--- src/rtl/fetch_unit.sv ---
// Instruction fetch unit: PC register, RUN/WAIT/HALT fetch FSM, one-entry hold buffer
// for stalled deliveries, and a pending redirect target for redirects taken mid-miss.
module fetch_unit #(
  parameter logic [15:0] RESET_PC = 16'h0000,
  parameter logic [15:0] NOP_INST = 16'h0800
) (
  input  logic        clk,
  input  logic        rst,
  input  logic        stall_fetch,
  input  logic        redirect,
  input  logic [15:0] redirect_pc,
  input  logic        halt,
  output logic        mem_rd,
  output logic [15:0] mem_addr,
  input  logic [15:0] mem_data,
  input  logic        mem_done,
  output logic [15:0] instruction,
  output logic [15:0] incremented_pc,
  output logic        flush_fetch,
  output logic        inst_stall,
  output logic        inst_mis_align,
  output logic        halted
);

  typedef enum logic [1:0] {StRun, StWait, StHalt} state_e;

  state_e      state_q, state_d;
  logic [15:0] pc_q, pc_d;
  logic        hold_valid_q, hold_valid_d;
  logic [15:0] hold_data_q, hold_data_d;
  logic        pend_valid_q, pend_valid_d;
  logic [15:0] pend_pc_q, pend_pc_d;
  logic        halt_pend_q, halt_pend_d;

  assign mem_addr       = pc_q;
  assign incremented_pc = pc_q + 16'd2;

  always_comb begin
    state_d        = state_q;
    pc_d           = pc_q;
    hold_valid_d   = hold_valid_q;
    hold_data_d    = hold_data_q;
    pend_valid_d   = pend_valid_q;
    pend_pc_d      = pend_pc_q;
    halt_pend_d    = halt_pend_q;
    mem_rd         = 1'b0;
    instruction    = NOP_INST;
    flush_fetch    = 1'b0;
    inst_stall     = 1'b0;
    inst_mis_align = 1'b0;
    halted         = 1'b0;

    unique case (state_q)
      StRun: begin
        if (hold_valid_q) begin
          instruction = hold_data_q;
          if (redirect) begin
            flush_fetch  = 1'b1;
            pc_d         = redirect_pc;
            hold_valid_d = 1'b0;
          end else if (!stall_fetch) begin
            pc_d         = pc_q + 16'd2;
            hold_valid_d = 1'b0;
          end
        end else if (pc_q[0]) begin
          inst_mis_align = 1'b1;
          if (redirect) pc_d = redirect_pc;
        end else begin
          mem_rd     = 1'b1;
          inst_stall = !mem_done;
          if (mem_done) instruction = mem_data;
          if (redirect) begin
            flush_fetch = 1'b1;
            pc_d        = redirect_pc;
          end else if (!mem_done) begin
            state_d = StWait;
          end else if (stall_fetch) begin
            hold_valid_d = 1'b1;
            hold_data_d  = mem_data;
          end else begin
            pc_d = pc_q + 16'd2;
          end
        end
        if (halt && !redirect) state_d = StHalt;
      end

      StWait: begin
        mem_rd     = 1'b1;
        inst_stall = !mem_done;
        if (!mem_done) begin
          // Latest redirect wins and cancels any earlier deferred halt.
          if (redirect) begin
            pend_valid_d = 1'b1;
            pend_pc_d    = redirect_pc;
            halt_pend_d  = 1'b0;
          end else if (halt) begin
            halt_pend_d = 1'b1;
          end
        end else begin
          state_d      = StRun;
          pend_valid_d = 1'b0;
          halt_pend_d  = 1'b0;
          if (redirect || pend_valid_q) begin
            flush_fetch = 1'b1;
            pc_d        = redirect ? redirect_pc : pend_pc_q;
          end else if (halt || halt_pend_q) begin
            flush_fetch = 1'b1;
            state_d     = StHalt;
          end else begin
            instruction = mem_data;
            if (stall_fetch) begin
              hold_valid_d = 1'b1;
              hold_data_d  = mem_data;
            end else begin
              pc_d = pc_q + 16'd2;
            end
          end
        end
      end

      StHalt: halted = 1'b1;

      default: state_d = StRun;
    endcase

    // Outputs are quiet for the whole time reset is held, not just after the edge.
    if (rst) begin
      mem_rd         = 1'b0;
      instruction    = NOP_INST;
      flush_fetch    = 1'b0;
      inst_stall     = 1'b0;
      inst_mis_align = 1'b0;
      halted         = 1'b0;
    end
  end

  always_ff @(posedge clk or posedge rst) begin
    if (rst) begin
      state_q      <= StRun;
      pc_q         <= RESET_PC;
      hold_valid_q <= 1'b0;
      hold_data_q  <= 16'h0000;
      pend_valid_q <= 1'b0;
      pend_pc_q    <= 16'h0000;
      halt_pend_q  <= 1'b0;
    end else begin
      state_q      <= state_d;
      pc_q         <= pc_d;
      hold_valid_q <= hold_valid_d;
      hold_data_q  <= hold_data_d;
      pend_valid_q <= pend_valid_d;
      pend_pc_q    <= pend_pc_d;
      halt_pend_q  <= halt_pend_d;
    end
  end

endmodule

--- config.mk ---
export PLATFORM = sky130hd
export DESIGN_NAME = fetch_unit
export DESIGN_NICKNAME = d
export VERILOG_FILES = /design/src/rtl/fetch_unit.sv
export SDC_FILE = /design/constraint.sdc
export NUM_CORES = 1
export LEC_CHECK = 0
export BUFFER_PORTS_ARGS = -buffer_cell sky130_fd_sc_hd__buf_2
export CORE_ASPECT_RATIO = 1.5
export CORE_MARGIN = 4
export CORE_UTILIZATION = 30
export CTS_BUF_LIST = sky130_fd_sc_hd__clkbuf_4
export DETAILED_ROUTE_END_ITERATION = 7
export GPL_ROUTABILITY_DRIVEN = 0
export PLACE_DENSITY = 0.52
export RECOVER_POWER = 100
export SLEW_MARGIN = 20
export SYNTH_ARGS = -nofsm -noshare
export SYNTH_HDL_FRONTEND = slang
export SYNTH_SLANG_ARGS = --single-unit
--- constraint.sdc ---
create_clock -name clk -period 3.39 [get_ports clk]
set_input_delay 0.678 -clock clk [delete_from_list [all_inputs] [get_ports clk]]
set_output_delay 0.678 -clock clk [all_outputs]
set_load 0.01 [all_outputs]
==> results of run 1 <==
[worst min path at each step]
stage | cells past startpoint | slack, ns | end | start
global placement | 1 | 0.48 | pend_pc_q[7] | pend_pc_q[7]
CTS | 2 | 0.50 | hold_data_q[2] | mem_data[2]
floorplan | 1 | 0.46 | hold_data_q[2] | hold_data_q[2]
finish | 2 | 0.52 | hold_data_q[2] | mem_data[2]
global route | 2 | 0.49 | hold_data_q[2] | mem_data[2]
detailed placement | 1 | 0.49 | pend_pc_q[15] | pend_pc_q[15]
[layer usage]
metal | global-route usage [%] | wire, um
met3 | 3.65 | 625
met2 | 27.3 | 4520
met5 | 0 | 0
met1 | 18.3 | 3820
met4 | 4.13 | 106
[Yosys cell counts, types with 4 or more instances]
| cell type | number | share of area [%] |
|---|---|---|
| nor3b_1 | 6 | 1.4 |
| nor2b_1 | 6 | 1.2 |
| nand2b_1 | 5 | 0.98 |
| or3_1 | 4 | 0.79 |
| xnor2_1 | 10 | 2.8 |
| clkbuf_1 | 13 | 1.5 |
| nor2_1 | 37 | 4.4 |
| nand3_1 | 9 | 1.4 |
| o21ai_0 | 18 | 2.8 |
| nor4_1 | 6 | 1.2 |
| a21oi_1 | 10 | 1.6 |
| nor3_1 | 14 | 2.2 |
| a22oi_1 | 16 | 3.8 |
| a31oi_1 | 6 | 1.2 |
| inv_1 | 14 | 1.7 |
| a221oi_1 | 7 | 1.9 |
| buf_2 | 5 | 0.79 |
| nand2_1 | 13 | 1.5 |
| dfrtp_1 | 53 | 42 |
| mux2_2 | 31 | 11 |
[cell type report]
type	instances	share of cell area, %
Clock inverter	1	0.101
Multi-Input combinational cell	244	45.0
Antenna cell	1	0.0670
Inverter	14	1.41
Clock buffer	6	1.21
Sequential cell	53	35.5
Tap cell	141	4.73
Timing Repair Buffer	101	12.0
[cell usage in the layout, fill, tap and decap left out, types with 7 or more instances in the layout]
cell and instances:
nand3_1 9, clkbuf_1 57, a22oi_1 16, xnor2_1 10, nand2_1 13, a221oi_1 7
nor2_1 37, inv_1 13, o21ai_0 18, mux2_2 31, buf_2 37, a21oi_1 10
nor3_1 14, dfrtp_1 53
[flip-flops by register name (all words and copies together) (netlist names), named ones only]
signal,count
pend_valid_q,1
state_q,2
mem_addr,15
hold_valid_q,1
pend_pc_q,16
halt_pend_q,1
hold_data_q,16
[through the flow]
stage	cells	util, %	worst slack (ns)	power, W	instance area, sq um
detailed placement	553	36.8	0.575	0.00174	3770
finish	561	36.4	0.218	0.00196	3730
CTS	560	37.3	0.287	0.00203	3820
global route	561	36.4	0.0895	0.00212	3730
global placement	553	36.8	0.605	0.00173	3770
floorplan	335	-	0.275	0.00141	3180
[cells by family (layout without fill, tap and decap cells)]
family | count (synthesis) | count (layout)
AND/OR/NAND/NOR | 114 | 114
AO/OA/AOI/OAI | 83 | 83
adder cells (fa/ha/maj) | 2 | 2
other | 0 | 1
XOR/XNOR | 13 | 13
multiplexers | 32 | 32
flip-flops | 53 | 53
buffers and inverters | 38 | 122
[where the power goes]
part / internal (W) / total [W] / switching, W
registers: 0.000765 / 0.000949 / 0.000183
clock network: 0.0000840 / 0.000291 / 0.000207
logic: 0.000299 / 0.000724 / 0.000425
==> results_dict.tcl, run 1 <==
set metrics [dict create \
    status "finished clean" \
    syn_nets 375 \
    min-delay-path-class "input pin to flip-flop" \
    reg2regPathDepth 6 \
    grtUsageTotal_pct 15.3 \
    cts-htree-levels 2 \
    drtIter0Drc 131 \
    synthSimpleGateAreaFrac_pct 18.5 \
    crit_path_end_kind "primary output" \
    maxCapViolCount 0 \
    rsz0062_at_grt "no" \
    finalCritPeriodShare_pct 93.6 \
    worstReg2RegStart "state_q[0]" \
    clock_latency_ns 0.39 \
    io_pins 91 \
    cts_tree "built" \
    fin_crit_ns 3.17 \
    tightest_slew_ns 1.39 \
    layout-drive-gt1-share_pct 20.0 \
    holdWs_ns 0.518 \
    cp_slowest_cell "nor4_1" \
    crit_start "mem_addr[1]" \
    fin_nets 459 \
    synth_xor_area_share_pct 3.58 \
    fin_tns_setup_ns 0 \
    skew_ns 0.0157 \
    path_buf_inv 1 \
    initial_core_util_pct 31.0 \
    syn-instance-count 335 \
    synth_area_sq_mm 0.00318 \
    area_growth_pct 17.5 \
    num_rows 45 \
    cts_sinks 53 \
    cts_made_buffers 5 \
    cts_resized 0 \
    hold_viol 0 \
    critPathMaxStageDelay_ns 0.67 \
    chipWidth_um 92.0 \
    hpwl_mm 6.57 \
    critPathTopFamily "simple AND/OR/NAND/NOR gates" \
    core_sq_mm 0.0102 \
    grt_max_degree 54 \
    drt-vias-per-instance 5.18 \
    slew_headroom_pct 7.54 \
    yosysUniqueCellTypes 53 \
    dieArea_sq_mm 0.0123 \
    ctsLongestPathBuffers 2 \
    drv_slew 0 \
    worstPathArrival_ns 2.49 \
    ant_nets 0 \
    cp_max_fo 5 \
    timing_worst_setup_path_type "flip-flop to primary output" \
    path_clk_slew_ns 0.16 \
    grt_pass1_vias 2957 \
    static-leakage-power_nw 1.54 \
    max_freq_mhz 315 \
    reg2reg_to "mem_addr[5]" \
    port_buffers 90 \
    overflow 0 \
    crit_end "incremented_pc[13]" \
    synth_ff_type "dfrtp_1" \
    final-setup-viol-count 0 \
    synth_compound_area_share_pct 18.7 \
    synth_edf_count 0 \
    rrSetupSlack_ns 0.62 \
    worstPathRequired_ns 2.71 \
    antenna_found_initial 1 \
    path_cells "ha_1 > nand4_1 > nor4_1 > xor2_1 > clkbuf_1" \
    syn_avg_cell_area_sq_um 9.49 \
    vias 2904 \
    die_h_um 134 \
    fillers 1137 \
    multi_input_area_sq_mm 0.00168 \
    crit_cells 5 \
    regArea_sq_mm 0.00133 \
    synth_top_family_by_area "compound AO/OA/AOI/OAI gates" \
    vdd_drop_max_mv 0.238 \
    postCtsHoldBufs 0 \
    synth_fa_ha_area_share_pct 0.787 \
    cts_root_buf "clkbuf_4" \
    drtPass1Iterations 5 \
    ys_ff_latch 53 \
    ys_seq_area_share_pct 41.7 \
    finalWirelength_mm 9.07 \
    startpoint_type "flip-flop" \
    synthArstFlopShare_pct 100 \
    routedWlPerCell_um 16.2 \
    synth_mux_area_share_pct 11.3 \
    grt_pass1_wl_mm 15.2 \
    p_per_area_mw_per_mm2 526 \
    route.detailed.drc 0 \
    cts_setup_buffers 0 \
    yosys_warnings 0 \
]
Note: power is estimated with default switching activity, not from simulation.
==> run 2: changes to the inputs <==
ABC_AREA = 1   (was default)
PLACE_DENSITY = 0.51   (was 0.52)
==> run 2 against run 1 <==
Compared with the run above: sequential power is 24% higher; critical path depth is 1 higher; clock power is 32% higher; clock skew is 0.0073 ns higher; via count is 38% higher; setup slack better by 0.097 ns; die area is 16% higher; critical endpoint is now inst_stall; largest cell class unchanged; highest routed layer unchanged.
==> results_dict.tcl, run 2 <==
set metrics [dict create \
    min-delay-path-class "input pin to flip-flop" \
    critPathTopFamily "buffers and inverters" \
    tightest_slew_ns 1.39 \
    syn_nets 610 \
    vias 4022 \
    path_cells "clkbuf_1 > clkinvlp_2 > nand2_1 > a21oi_1 > and2_0 > buf_2" \
    skew_ns 0.0230 \
    crit_path_end_kind "primary output" \
    worstPathRequired_ns 2.71 \
    routedWlPerCell_um 14.5 \
    syn_avg_cell_area_sq_um 6.52 \
    netlist_top_cells_count "nand2_1, nand3_1, inv_1, o21ai_0, dfrtp_1" \
    fin_tns_setup_ns 0 \
    multi_input_area_sq_mm 0.00195 \
    syn-instance-count 570 \
    fin_area_sq_mm 0.00428 \
    maxCapViolCount 0 \
    cts_made_buffers 5 \
    synthMostInstantiatedCell "nand2_1" \
    hpwl_mm 9.08 \
    cts_root_buf "clkbuf_4" \
    clock_latency_ns 0.39 \
    vdd_drop_max_mv 0.241 \
    cts_sinks 53 \
    synth_area_sq_mm 0.00372 \
    hold_viol 0 \
    overflow 0 \
    rsz0062_at_grt "no" \
    layout_commonest_cell "nand2_1" \
    postCtsHoldBufs 0 \
    synth_area_leaders "dfrtp_1, nand2_1, nand3_1" \
    p_per_area_mw_per_mm2 834 \
    port_buffers 90 \
    path_clk_slew_ns 0.17 \
    drt-vias-per-instance 4.98 \
    critPathMaxStageDelay_ns 0.61 \
    yosysUniqueCellTypes 35 \
    yosys_warnings 0 \
    yosysTopAreaCell "dfrtp_1" \
    ys_seq_area_share_pct 35.7 \
    cts_resized 0 \
    finalCritPeriodShare_pct 90.7 \
    ctsLongestPathBuffers 2 \
    ys_ff_latch 53 \
    holdWs_ns 0.504 \
    die_h_um 144 \
    dieArea_sq_mm 0.0143 \
    grtUsageTotal_pct 16.6 \
    grt_pass1_wl_mm 19.4 \
    cp_slowest_cell "clkbuf_1" \
    fin_nets 692 \
    cts-htree-levels 2 \
    worstReg2RegStart "pend_valid_q" \
    core_sq_mm 0.0121 \
    slew_headroom_pct 6.87 \
    drtIter0Drc 152 \
    reg2reg_to "hold_data_q[12]" \
    static-leakage-power_nw 2.07 \
    crit_end "inst_stall" \
    startpoint_type "input pin" \
    cp_max_fo 16 \
    fillers 1380 \
    regArea_sq_mm 0.00133 \
    synth_ff_type "dfrtp_1" \
    finalWirelength_mm 11.7 \
    worstPathArrival_ns 2.40 \
    synthArstFlopShare_pct 100 \
    route.detailed.drc 0 \
    chipWidth_um 98.9 \
    grt_max_degree 54 \
    cts_setup_buffers 0 \
    ant_nets 0 \
    drtPass1Iterations 5 \
    final_cell_mix "nand2_1, nand3_1, inv_1, o21ai_0, clkbuf_1" \
    synth_top_cell_area_share_pct 35.7 \
    antenna_found_initial 1 \
    initial_core_util_pct 30.8 \
    final-setup-viol-count 0 \
    crit_cells 6 \
    crit_start "rst" \
    timing_worst_setup_path_type "input pin to primary output" \
    place_area_sq_mm 0.00431 \
    synth_edf_count 0 \
    layout-drive-gt1-share_pct 10.1 \
    num_rows 49 \
    status "finished clean" \
    max_freq_mhz 325 \
    io_pins 91 \
    area_growth_pct 15.2 \
    drv_slew 0 \
    cts_tree "built" \
    rrSetupSlack_ns 0.71 \
    path_buf_inv 3 \
    grt_pass1_vias 4043 \
    reg2regPathDepth 7 \
    fin_crit_ns 3.08 \
]
==> run 2: cell count changes after synthesis, moves of 12 or more <==
cell	before	now
nand2_1	13	148
nand3_1	9	75
inv_1	14	68
o21ai_0	18	56
mux2_2	31	0
a21oi_1	10	38
nor2_1	37	51
nor3_1	14	1
a22oi_1	16	4
==> run 2: worst min-delay path by stage <==
stage	start	slack (ns)	endpoint	cells past startpoint
6_report	mem_data[15]	0.50	hold_data_q[15]	3
5_1_grt	mem_data[3]	0.49	hold_data_q[3]	3
4_1_cts	mem_data[8]	0.48	hold_data_q[8]	3
3_5_place_dp	pend_pc_q[8]	0.47	pend_pc_q[8]	2
3_3_place_gp	pend_pc_q[8]	0.47	pend_pc_q[8]	2
2_1_floorplan	pend_pc_q[3]	0.45	pend_pc_q[3]	2
==> run 2: kinds of logic (layout without fill, tap and decap cells) <==
kind of cell | count (synthesis) | in the layout | share of synthesized area, %
AND/OR/NAND/NOR | 302 | 302 | 35.6
AO/OA/AOI/OAI | 108 | 108 | 15.8
buffers and inverters | 99 | 182 | 10.9
flip-flops | 53 | 53 | 35.7
XOR/XNOR | 6 | 6 | 1.41
adder cells (fa/ha/maj) | 2 | 2 | 0.673
other | 0 | 1 | 0
==> run 2: final cells by class <==
cell class	count	area share [%]
Clock buffer	6	1.05
Sequential cell	53	31.0
Inverter	73	6.43
Antenna cell	1	0.0584
Multi-Input combinational cell	418	45.6
Timing Repair Buffer	101	10.6
Clock inverter	2	0.789
Tap cell	153	4.47
==> run 2: metrics by stage <==
step | std cells | util (%) | total power [W] | setup slack (ns)
after floorplan | 570 | - | 0.00262 | 0.297
after global placement | 798 | 35.7 | 0.00329 | 0.645
after detailed placement | 798 | 35.7 | 0.00332 | 0.557
after CTS | 806 | 36.4 | 0.00371 | 0.333
after global routing | 807 | 35.5 | 0.00396 | 0.0936
final | 807 | 35.5 | 0.00357 | 0.315
==> run 2: power by group <==
part	switching, W	total, W	internal (W)
sequential	0.000237	0.00118	0.000939
combinational	0.00136	0.00201	0.000649
clock	0.000222	0.000384	0.000162
==> run 2: worst min-delay path, cell delays in order <==
cell and delay, ns:
buf_2 0.10, nand2_1 0.05, o21ai_0 0.06
==> run 2: layer usage <==
layer  GRT usage, %  wire length (um)
met4           4.96               161
met2           31.9              6190
met1           18.9              4840
met3           2.22               536
met5              0                 0
